===== src/rtl/helper_axis_checker_pkg.sv =====
// rtl/helper_axis_checker_pkg.sv - shared types and constants for the AXIS stream checker helpers
package helper_axis_checker_pkg;

    typedef enum logic [1:0] {
        RUN,
        DRAIN,
        DONE,
        STALL
    } checker_state_t;

    localparam int CHECK_COUNT_WIDTH = 32;

    // Fibonacci taps for x^16+x^14+x^13+x^11+1 in a right-shifting register
    localparam logic [15:0] LFSR16_TAPS = 16'h002D;

    function automatic logic [15:0] lfsr16_next(input logic [15:0] value);
        return {^(value & LFSR16_TAPS), value[15:1]};
    endfunction

endpackage


===== src/rtl/helper_lfsr16.sv =====
// rtl/helper_lfsr16.sv - 16-bit Fibonacci LFSR, advances on enable, loads seed on reset
module helper_lfsr16
    import helper_axis_checker_pkg::*;
(
    input  logic        clk,
    input  logic        rst,
    input  logic        enable,
    input  logic [15:0] seed,
    output logic [15:0] value
);

    logic [15:0] value_q;
    logic [15:0] value_d;

    always_comb begin
        value_d = value_q;
        if (enable) begin
            value_d = lfsr16_next(value_q);
        end
    end

    always_ff @(posedge clk) begin
        if (!rst) begin
            value_q <= seed;
        end else begin
            value_q <= value_d;
        end
    end

    assign value = value_q;

endmodule


===== config.mk =====
export PLATFORM = sky130hd
export DESIGN_NAME = helper_lfsr16
export DESIGN_NICKNAME = d
export VERILOG_FILES = /design/src/rtl/helper_axis_checker_pkg.sv /design/src/rtl/helper_lfsr16.sv
export SDC_FILE = /design/constraint.sdc
export NUM_CORES = 1
export LEC_CHECK = 0
export CORE_MARGIN = 3
export CORE_UTILIZATION = 35
export CTS_CLUSTER_DIAMETER = 200
export DETAILED_ROUTE_END_ITERATION = 8
export GPL_TIMING_DRIVEN = 0
export PLACE_DENSITY_LB_ADDON = 0.08
export SLEW_MARGIN = 25
export SYNTH_ARGS = -nofsm -noshare
export SYNTH_HDL_FRONTEND = slang
export SYNTH_SLANG_ARGS = --single-unit

===== constraint.sdc =====
create_clock -name clk -period 1.4 [get_ports clk]
set_clock_uncertainty 0.1 [all_clocks]
set_input_delay 0.28 -clock clk [delete_from_list [all_inputs] [get_ports clk]]
set_output_delay 0.28 -clock clk [all_outputs]
set_load 0.05 [all_outputs]

==> results of run 1 <==
routing by layer:
metal / share of wire / GRT usage / vias up / wire length (um)
met4: 0 / 0.0383 / 0 / 0
met2: 0.45 / 0.153 / 21 / 583
met1: 0.46 / 0.138 / 211 / 589
met5: 0 / 0 / - / 0
met3: 0.090 / 0.0199 / 0 / 116
li1: - / - / 223 / -
logic make-up (layout without fill, tap and decap cells):
| family | after synthesis | after routing | synth area share |
|---|---|---|---|
| xor gates and xnor gates | 3 | 3 | 0.0351 |
| AOI/OAI and AO/OA | 1 | 1 | 0.00668 |
| muxes | 15 | 15 | 0.261 |
| and+or+nand+nor | 2 | 2 | 0.0134 |
| buffers and inverters | 2 | 39 | 0.0418 |
| DFF | 16 | 16 | 0.642 |
metrics by stage:
stage,cells,hold slack (ps),power (uW),util
after floorplan,39,398,934,-
after global placement,99,457,1100,0.557
after detailed placement,99,463,1100,0.557
after CTS,103,289,1290,0.539
after global routing,103,286,1340,0.530
final,103,295,1270,0.530
Yosys cell counts:
master	instances
edfxtp_1	16
mux2_2	8
mux2_4	7
xnor2_1	3
a21oi_1	1
buf_12	1
buf_6	1
nand2b_1	1
nor2_1	1
how the worst max path moves through the flow:
stage | start | end | cells after the start
after detailed placement | value[2]$_DFFE_PP_ | value[2] | 1
after floorplan | value[3]$_DFFE_PP_ | value[15]$_DFFE_PP_ | 3
after global routing | value[2]$_DFFE_PP_ | value[2] | 1
after global placement | value[2]$_DFFE_PP_ | value[2] | 1
final | value[2]$_DFFE_PP_ | value[2] | 1
after CTS | value[2]$_DFFE_PP_ | value[2] | 1
where the power goes:
group	internal, uW	switching (uW)	total (uW)
Combinational	155	259	414
Clock	103	131	234
Sequential	596	28.4	625
cell type report:
cell class,count,area share
Buffer,2,0.0295
Clock buffer,3,0.0212
Clock inverter,1,0.00354
Multi-Input combinational cell,21,0.225
Sequential cell,16,0.453
Tap cell,27,0.0318
Timing Repair Buffer,33,0.236
what timing repair did:
item	4_1_cts	5_1_grt
pin swaps	0	0
gates cloned	0	0
setup endpoints to repair	16	3
gates resized for setup	74	6
setup buffers	0	0
==> results.toml, run 1 <==
[sta]
grt_setup_unrepaired = "false"
max_freq_ghz = 0.755
hold_violations = 0
relSlewSlack = 0.743
setup_viol = 0
slew_violations = 0
finalCritPeriodShare = 0.946
fin_crit_ps = 1330
fin_tns_setup_ps = 0
fin_ws_ps = 75.0
tightest_slew_ps = 386

[synth]
synth_area_leaders = "edfxtp_1 64%, mux2_4 14%, mux2_2 12%, xnor2_1 3.5%, buf_12 2.7%"
synth_cells = 39
yosysTopAreaCellShare = 0.642
syn-num-nets = 58
avgSynthCellArea_sq_um = 19.2
ys_warn_count = 0
ys_ff_latch = 16
synth_top_cell_by_area = "edfxtp_1"
synth_cell_type_count = 9
ys_seq_area_frac = 0.642
synthesis.area_sq_um = 748

[drt]
ant_nets = 0
route.detailed.wl_per_inst_um = 12.5
drcViolationCount = 0
finalWirelength_um = 1290
viasPerCell = 4.42
drt_iter0_drc = 5
drt-pass1-iter-count = 2
vias = 455

[critical_path]
r2r_cells = 3
path_delay_family = "flip-flops"
crit-reg2reg-launch = "value[3]$_DFFE_PP_"
crit_chain = "buf_2"
rr_endpoint = "value[15]$_DFFE_PP_"
crit_path_max_fanout = 3
crit_path_max_incr_delay_ps = 390
cp.arrival_ps = 950
crit_required_ps = 1020
worst_path_max_delay_cell = "edfxtp_1"
endpoint_kind = "output port"
cp-start-kind = "flip-flop"
criticalPathCategory = "reg -> out"
worst-path-buf-inv = 1
r2r_slack_ps = 140

[die]
chipWidth_um = 52.2
io_pins = 35
initial_core_util = 0.374
die_y_um = 52.2
die_area_sq_um = 2730
core-area_sq_um = 2000
num_rows = 16

[global_routing]
grt_pass1_vias = 443
grt-ovfl-total = 0
grt_pass1_wl_um = 1980
grt_usage = 0.0994
antenna_found_initial = 0
grt_max_degree = 17

[finish]
synthToLayoutAreaGrowth_pct = 41.8
register_area_sq_um = 480
largest_register_ffs = 16
final_common_cell = "clkdlybuf4s50_1"
fillers = 182
diodes = 0
fin_nets = 96
multiInputGateArea_sq_um = 239
postLayoutCellArea_sq_um = 1060
layout-drive-gt1-share = 0.487
final_cell_mix = "17 x clkdlybuf4s50_1, 16 x buf_2, 16 x edfxtp_1, 8 x mux2_2, 7 x mux2_4"

[clock_tree]
cts_tree = "yes"
clk_path_buf_depth = 2
tritoncts.num_buffers = 3
clkSinkCount = 16
clockRootBuffer = "clkbuf_4"
worstSkewPairLatency_ps = 270
clk_pin_slew_ps = 90
holdBufCountCts = 0
ctsHtreeMaxLevel = 1

[placement]
gp_congestion = 0.672
pre_cts_ws_ps = -168
placed_cell_area_sq_um = 1110
portBuffers = 33

[worst_hold_path]
hp-class = "in -> reg"
hp-start = "rst"
holdPathEnd = "value[10]$_DFFE_PP_"
hold_path_depth = 2

[job]
max_cap_violations = 0

[status]
status = "finished clean"

[power]
power_density_nw_per_um2 = 1200
power_leakage_uw = 0.000424
vdd_drop_max_mv = 0.595
Note: power is estimated with default switching activity, not from simulation.
==> run 2, diff against run 1 <==
SETUP_SLACK_MARGIN = 0.3   (was unset)
==> results.toml, run 2 (synthesis results as in run 1) <==
[die]
initial_core_util = 0.374
num_rows = 16
die_area_sq_um = 2730
core-area_sq_um = 2000
io_pins = 35
chipWidth_um = 52.2
die_y_um = 52.2

[placement]
gp_congestion = 0.666
dp.cells = 99
portBuffers = 33
placed_cell_area_sq_um = 1150

[finish]
multiInputGateArea_sq_um = 292
utilization = 0.654
fillers = 173
register_area_sq_um = 480
postLayoutCellArea_sq_um = 1310
fin_nets = 108
synthToLayoutAreaGrowth_pct = 74.9
final_cells = 115
final_cell_mix = "17 x clkdlybuf4s50_1, 17 x buf_6, 16 x edfxtp_1, 14 x mux2_4, 10 x buf_4"
layout-drive-gt1-share = 0.568
diodes = 0
largest_register_ffs = 16

[global_routing]
grt_pass1_wl_um = 2430
grt_max_degree = 12
antenna_found_initial = 0
grt_pass1_vias = 525
grt_usage = 0.125
grt-ovfl-total = 0

[sta]
relSlewSlack = 0.862
grt_setup_unrepaired = "true"
hold_violations = 0
tightest_slew_ps = 206
finalCritPeriodShare = 0.948
max_freq_ghz = 0.753
fin_crit_ps = 1330
slew_violations = 0
setup_viol = 0

[power]
power_density_nw_per_um2 = 1100
vdd_drop_max_mv = 0.734
power_uw = 1440
power_leakage_uw = 0.000564

[critical_path]
endpoint_kind = "output port"
crit_required_ps = 1020
criticalPathCategory = "reg -> out"
cp-start-kind = "flip-flop"
path_delay_family = "flip-flops"
crit_chain = "buf_6"
worst-path-buf-inv = 1
worst_path_max_delay_cell = "edfxtp_1"
crit_path_max_fanout = 3
crit_path_max_incr_delay_ps = 470
cp.arrival_ps = 950

[clock_tree]
worstSkewPairLatency_ps = 280
ctsHtreeMaxLevel = 1
tritoncts.num_buffers = 3
clockRootBuffer = "clkbuf_4"
clk_pin_slew_ps = 90
cts_tree = "yes"
clk_path_buf_depth = 2
clkSinkCount = 16

[drt]
ant_nets = 0
drt_iter0_drc = 3
finalWirelength_um = 1540
drcViolationCount = 0
vias = 506
drt-pass1-iter-count = 3
viasPerCell = 4.40
route.detailed.wl_per_inst_um = 13.4

[worst_hold_path]
hp-class = "in -> reg"

[job]
max_cap_violations = 0

[status]
status = "finished clean"
## run 2: per-layer routing
| layer | GRT usage | routed length, um |
|---|---|---|
| met1 | 0.185 | 762 |
| met2 | 0.182 | 687 |
| met3 | 0.0285 | 92 |
| met4 | 0.0383 | 0 |
| met5 | 0 | 0 |
## run 2: what timing repair did
action,CTS,global route
setup endpoints to repair,33,27
gates resized for setup,112,4
gates cloned,1,0
setup buffers,9,2
pin swaps,1,0
endpoints found under the hold margin,0,0
hold buffers,0,0
## run 2: worst register-to-register path, stage by stage (launching register included)
cell      delay [ps]
edfxtp_1         420
buf_6            150
xnor2_2          120
xnor2_1          180
a21oi_1           90
## run 2: report_power, final
group	leakage (uW)	switching, uW	internal (uW)
Sequential	0.000163	42.8	598
Combinational	0.000386	276	280
Clock	0.0000154	146	103
Total	0.000564	464	980
## run 2: layout make-up
type | instances | area share
flip-flops and latches | 16 | 0.367
repair buffers | 44 | 0.334
multi-input cells | 22 | 0.223
plain buffers | 2 | 0.0306
well taps | 27 | 0.0258
clock buffers | 3 | 0.0172
clock inverters | 1 | 0.00287
## run 2: path summary, 6_finish.rpt
check	start	end	slack, ps	cells after the start
worst max-delay path	value[3]$_DFFE_PP_	value[3]	70	1
worst min-delay path	rst	value[1]$_DFFE_PP_	270	2
worst max register to register	value[5]$_DFFE_PP_	value[15]$_DFFE_PP_	110	4
worst min register to register	value[4]$_DFFE_PP_	value[3]$_DFFE_PP_	520	1
## run 2: stage by stage
stage          setup slack [ps]  setup TNS, ps  hold WS [ps]
5_1_grt                    16.7              0           259
6_report                   72.1              0           270
4_1_cts                    93.7              0           257
3_5_place_dp               -195          -2280           468
3_3_place_gp               -187          -2200           462
2_1_floorplan             -23.3          -23.3           398
